### src/rtl/qpsk_frame_pkg.sv
// Shared constants, FSM state type and checksum helper for the QPSK frame
// transmitter. The optional checksum byte is controlled by QPSK_FRAME_CHKSUM_EN.
package qpsk_frame_pkg;

    localparam logic [7:0] HEADER_DEFAULT = 8'b1100_1100;
    localparam int         HEAD_BITS      = 8;
    localparam int         DATA_BITS      = 40;
    localparam int         CHK_BITS       = 8;

    typedef enum logic [1:0] {
        ST_IDLE = 2'd0,
        ST_HEAD = 2'd1,
        ST_DATA = 2'd2,
        ST_CHK  = 2'd3
    } qpsk_state_e;

    // Modulo-256 sum of the payload bytes.
    function automatic logic [7:0] payload_checksum(input logic [DATA_BITS-1:0] payload);
        logic [7:0] sum;
        sum = 8'd0;
        for (int i = 0; i < DATA_BITS / 8; i++) begin
            sum = sum + payload[8*i +: 8];
        end
        return sum;
    endfunction

endpackage

### src/rtl/bit_timer.sv
// Bit-period timer: counts SAMPLE cycles per serial bit while the frame runs,
// flags the first cycle of each bit and strobes the last one.
module bit_timer #(
    parameter int SAMPLE = 100
) (
    input  logic clk,
    input  logic rst_n,
    input  logic start,
    input  logic run,
    output logic bit_flag,
    output logic bit_end
);

    localparam logic [7:0] LAST_SAMPLE = 8'(SAMPLE - 1);

    logic [7:0] sample_cnt_q;

    // Sample counter: restarts on every frame start, wraps once per bit.
    always_ff @(posedge clk or negedge rst_n) begin
        if (!rst_n) begin
            sample_cnt_q <= 8'd0;
        end else if (start) begin
            sample_cnt_q <= 8'd0;
        end else if (run) begin
            sample_cnt_q <= (sample_cnt_q == LAST_SAMPLE) ? 8'd0 : sample_cnt_q + 8'd1;
        end
    end

    // Bit boundary strobes, only meaningful while a frame is running.
    always_comb begin
        bit_flag = run && (sample_cnt_q == 8'd0);
        bit_end  = run && (sample_cnt_q == LAST_SAMPLE);
    end

endmodule

### src/rtl/qpsk_frame_tx.sv
// QPSK frame transmitter: serialises HEADER + 40-bit payload (+ checksum when
// QPSK_FRAME_CHKSUM_EN is defined) MSB first, each bit held SAMPLE cycles.
// Handshake: a payload is taken on any rising edge where in_valid and in_ready
// are both 1; in_ready depends only on internal state, never on in_valid.
module qpsk_frame_tx
    import qpsk_frame_pkg::*;
#(
    parameter logic [7:0] HEADER = HEADER_DEFAULT,
    parameter int         SAMPLE = 100
) (
    input  logic                 clk,
    input  logic                 rst_n,
    input  logic [DATA_BITS-1:0] para_in,
    input  logic                 in_valid,
    output logic                 in_ready,
    output logic                 ser_o,
    output logic                 bit_flag,
    output logic                 frame_busy,
    output logic                 frame_done,
    output logic [1:0]           state_dbg
);

`ifdef QPSK_FRAME_CHKSUM_EN
    localparam int FRAME_BITS = HEAD_BITS + DATA_BITS + CHK_BITS;
`else
    localparam int FRAME_BITS = HEAD_BITS + DATA_BITS;
`endif
    localparam logic [5:0] LAST_HEAD = 6'(HEAD_BITS - 1);
    localparam logic [5:0] LAST_DATA = 6'(HEAD_BITS + DATA_BITS - 1);
    localparam logic [5:0] LAST_BIT  = 6'(FRAME_BITS - 1);

    qpsk_state_e           state_q, state_d;
    logic [5:0]            bit_cnt_q;
    logic [FRAME_BITS-1:0] shift_q;
    logic [FRAME_BITS-1:0] load_word;
    logic                  bit_end;
    logic                  last_bit_end;
    logic                  transfer;

    assign transfer     = in_valid && in_ready;
    assign last_bit_end = bit_end && (bit_cnt_q == LAST_BIT);
    assign state_dbg    = state_q;

`ifdef QPSK_FRAME_CHKSUM_EN
    assign load_word = {HEADER, para_in, payload_checksum(para_in)};
`else
    assign load_word = {HEADER, para_in};
`endif

    bit_timer #(
        .SAMPLE (SAMPLE)
    ) u_bit_timer (
        .clk      (clk),
        .rst_n    (rst_n),
        .start    (transfer),
        .run      (frame_busy),
        .bit_flag (bit_flag),
        .bit_end  (bit_end)
    );

    // FSM state register.
    always_ff @(posedge clk or negedge rst_n) begin
        if (!rst_n) begin
            state_q <= ST_IDLE;
        end else begin
            state_q <= state_d;
        end
    end

    // FSM next-state: advance at the bit boundaries that close each field.
    always_comb begin
        state_d = state_q;
        case (state_q)
            ST_IDLE: if (transfer) state_d = ST_HEAD;
            ST_HEAD: if (bit_end && bit_cnt_q == LAST_HEAD) state_d = ST_DATA;
            ST_DATA: begin
                if (bit_end && bit_cnt_q == LAST_DATA) begin
`ifdef QPSK_FRAME_CHKSUM_EN
                    state_d = ST_CHK;
`else
                    state_d = transfer ? ST_HEAD : ST_IDLE;
`endif
                end
            end
            ST_CHK: begin
`ifdef QPSK_FRAME_CHKSUM_EN
                if (last_bit_end) state_d = transfer ? ST_HEAD : ST_IDLE;
`else
                state_d = ST_IDLE;
`endif
            end
            default: state_d = ST_IDLE;
        endcase
    end

    // FSM outputs: ready in IDLE or in the final cycle of the final bit.
    always_comb begin
        frame_busy = (state_q != ST_IDLE);
        in_ready   = (state_q == ST_IDLE) || last_bit_end;
        frame_done = last_bit_end;
        ser_o      = frame_busy && shift_q[FRAME_BITS-1];
    end

    // Frame shift register and bit counter: load on transfer, shift per bit.
    always_ff @(posedge clk or negedge rst_n) begin
        if (!rst_n) begin
            bit_cnt_q <= 6'd0;
            shift_q   <= '0;
        end else if (transfer) begin
            bit_cnt_q <= 6'd0;
            shift_q   <= load_word;
        end else if (bit_end) begin
            bit_cnt_q <= bit_cnt_q + 6'd1;
            shift_q   <= {shift_q[FRAME_BITS-2:0], 1'b0};
        end
    end

endmodule
### config.mk
export PLATFORM = sky130hd
export DESIGN_NAME = qpsk_frame_tx
export DESIGN_NICKNAME = d
export VERILOG_FILES = /design/src/rtl/qpsk_frame_pkg.sv /design/src/rtl/bit_timer.sv /design/src/rtl/qpsk_frame_tx.sv
export SDC_FILE = /design/constraint.sdc
export NUM_CORES = 1
export LEC_CHECK = 0
export BUFFER_PORTS_ARGS = -buffer_cell sky130_fd_sc_hd__buf_2
export CAP_MARGIN = 20
export CORE_MARGIN = 8
export CORE_UTILIZATION = 35
export CTS_CLUSTER_SIZE = 16
export DETAILED_ROUTE_END_ITERATION = 6
export PLACE_DENSITY = 0.6
export SLEW_MARGIN = 40
export SYNTH_ARGS = -nofsm -noshare
export SYNTH_HDL_FRONTEND = slang
export SYNTH_SLANG_ARGS = --single-unit
export TNS_END_PERCENT = 50
### constraint.sdc
create_clock -name clk -period 2.6 [get_ports clk]
set_clock_uncertainty 0.05 [all_clocks]
set_input_delay 0.52 -clock clk [delete_from_list [all_inputs] [get_ports clk]]
set_output_delay 0.52 -clock clk [all_outputs]
set_load 0.02 [all_outputs]
==> flow_summary.yaml <==
outcome:
  status: "completed"
global_routing:
  antenna_found_initial: 0
  grt_pass1_vias: 2533
  grtUsageTotal: 0.125
  grt_pass1_wl_mm: 12.0
  grt_start_max_net_pins: 52
  grt.overflow.total: 0
logic_synthesis:
  synth_top_cell_by_area: "dfrtp_1"
  yosysSeqAreaShare: 0.532
  synth_area_leaders: "dfrtp_1 (53%), o221a_2 (15%), or3_1 (9.1%)"
  yosysMostFrequentCell: "dfrtp_1"
  async_flop_share: 1.00
  synth_area_um2: 3010
  synth_edf_count: 0
  yosysWarningCount: 0
  synthFlopType: "dfrtp_1"
  ys_types: 34
  syn_nets: 321
  synth_top_area_frac: 0.532
  ys_top_cells_by_count: "dfrtp_1 (64), or3_1 (44), o221a_2 (39), nand2_1 (30), clkbuf_1 (18)"
  syn_inst: 275
  synth_seq_cells: 64
  avgSynthCellArea_um2: 10.9
clocking:
  post-cts-setup-buffers: 0
  cts_tree: "done"
  cts.repair.resized: 0
  clk_path_buf_depth: 2
  cts_hold_buf: 0
  cts_max_level: 3
  cts_made_buffers: 9
  path_clk_slew_ns: 0.06
  clk_latency_ns: 0.33
  cts_root_buffer: "clkbuf_8"
  clock_sinks: 64
sta:
  setup_viol: 0
  rsz0062_at_grt: "no"
  period_needed_ns: 2.47
  tns_ns: 0
  worst_pin_slew_ns: 0.697
  maxClockFrequency_mhz: 405
  relSlewSlack: 0.533
  hold_violations: 0
  fin_crit_sh: 0.950
  slew_viol_final: 0
cells_and_area:
  fillers: 846
  area_delta_synth_final_pct: 18.3
  regArea_um2: 1600
  nNetsFinal: 368
  drive_gt1_frac: 0.346
  multiInputGateArea_um2: 1320
  fin_util: 0.417
  diodes: 0
setup_path:
  crit_arrival_ns: 1.90
  critical_path_class: "register to primary output"
  crit_slowest_cell: "o41ai_4"
  worstSetupStartpointType: "register"
  path_max_fanout: 5
  cp-end-kind: "primary output"
  path_cells: "ha_1, nand3_1, o41ai_4, buf_2"
  max_stage_delay_ns: 0.46
  r2r_cells: 6
  critPathRequiredTime_ns: 2.03
route:
  post_drt_wl_per_cell_um: 16.4
  via_per_inst: 5.43
  drt_pre_antenna_iters: 4
  ant_nets: 0
  via_count: 2344
  dr.first_iter.drc_count: 118
  drc: 0
  routed_wl_mm: 7.07
die:
  core_um2: 8550
  die_w_um: 109
  row_count: 34
  io_pins: 50
  initial_core_util: 0.352
  dieArea_um2: 11800
  fp.dieH_um: 109
power_and_ir_drop:
  ir_drop_mv: 0.365
  power_leakage_nw: 1.48
  p_per_area_nw_per_um2: 776
min_path:
  worstHoldPathType: "input pin to async pin"
placed_design:
  dp_hpwl_mm: 4.63
  io_buffers: 49
  gp_congestion: 0.762
flow_run:
  cap_violations: 0
power by group:
| part | total (mW) | switching [mW] | internal (mW) |
|---|---|---|---|
| Sequential | 1.39 | 0.166 | 1.23 |
| Combinational | 0.567 | 0.245 | 0.322 |
| Clock | 0.805 | 0.350 | 0.455 |
| Total | 2.77 | 0.761 | 2.00 |
layout make-up:
| type | count | share of cell area |
|---|---|---|
| inverters | 5 | 0.00527 |
| well taps | 108 | 0.0379 |
| repair buffers | 56 | 0.0871 |
| flip-flops and latches | 64 | 0.450 |
| clock buffers | 12 | 0.0407 |
| clock inverters | 1 | 0.00843 |
| multi-input cells | 186 | 0.371 |
layout by cell type, fill, tap and decap left out, types with 2 or more instances in the layout:
master | netlist | layout
xnor2_1 | 2 | 2
nand2_1 | 30 | 30
buf_2 | 2 | 49
or4_4 | 2 | 2
and2_1 | 2 | 2
nor2_1 | 13 | 12
inv_1 | 4 | 4
xor2_1 | 6 | 6
o21ai_0 | 5 | 5
a21oi_1 | 7 | 7
buf_4 | 0 | 6
and3_1 | 2 | 2
o221a_2 | 39 | 39
nand2b_1 | 2 | 2
dfrtp_1 | 64 | 64
or3_1 | 44 | 44
clkbuf_8 | 0 | 10
nand3_1 | 13 | 13
ha_1 | 3 | 3
clkbuf_1 | 18 | 2
worst max-delay path: cells and delay by family (launching register included):
family | cells | cell delay (ns)
compound gates | 1 | 0.46
fa+ha+maj | 1 | 0.25
buf+inv | 1 | 0.23
simple gates | 1 | 0.25
flops | 1 | 0.37
flip-flops by register name, indices dropped and copies added (netlist names):
name                      cells
shift_q                      48
u_bit_timer.sample_cnt_q      8
bit_cnt_q                     6
state_dbg                     2
routing by layer:
metal	track usage	routed length (um)	vias to the layer above
met5	0	0	-
met4	0.0293	50	0
met3	0.0443	422	4
met2	0.200	3150	56
met1	0.159	3450	1154
li1	-	-	1130
stage by stage:
| step | instance area (um2) | power [mW] | std cells | hold WS, ns | worst slack (ns) |
|---|---|---|---|---|---|
| after CTS | 3560 | 2.79 | 432 | 0.112 | 0.102 |
| after detailed placement | 3380 | 1.97 | 419 | 0.433 | 0.427 |
| after global routing | 3560 | 2.92 | 432 | 0.135 | 0.0210 |
| after global placement | 3380 | 1.95 | 419 | 0.424 | 0.439 |
| after floorplan | 3010 | 1.79 | 275 | 0.174 | 0.240 |
| final | 3560 | 2.77 | 432 | 0.105 | 0.130 |
path summary, 6_finish.rpt:
path / start / to / slack (ns)
min in group clk: para_in[2] / shift_q[2]$_DFFE_PN0P_ / 0.41
max: u_bit_timer.sample_cnt_q[0]$_DFFE_PN0P_ / in_ready / 0.13
min: rst_n / u_bit_timer.sample_cnt_q[0]$_DFFE_PN0P_ / 0.10
min reg2reg: shift_q[43]$_DFFE_PN0P_ / shift_q[43]$_DFFE_PN0P_ / 0.45
max reg2reg: u_bit_timer.sample_cnt_q[0]$_DFFE_PN0P_ / shift_q[29]$_DFFE_PN0P_ / 0.39
max in group asynchronous: rst_n / shift_q[19]$_DFFE_PN0P_ / 1.71
cell families (layout without fill, tap and decap cells):
group,after synthesis,in the layout,share of synthesized area
compound gates,59,59,0.194
buf+inv,25,74,0.0320
flops,64,64,0.532
fa+ha+maj,3,3,0.0125
xor+xnor,8,8,0.0233
simple gates,116,116,0.206
Power figures use the tool's default switching activity.
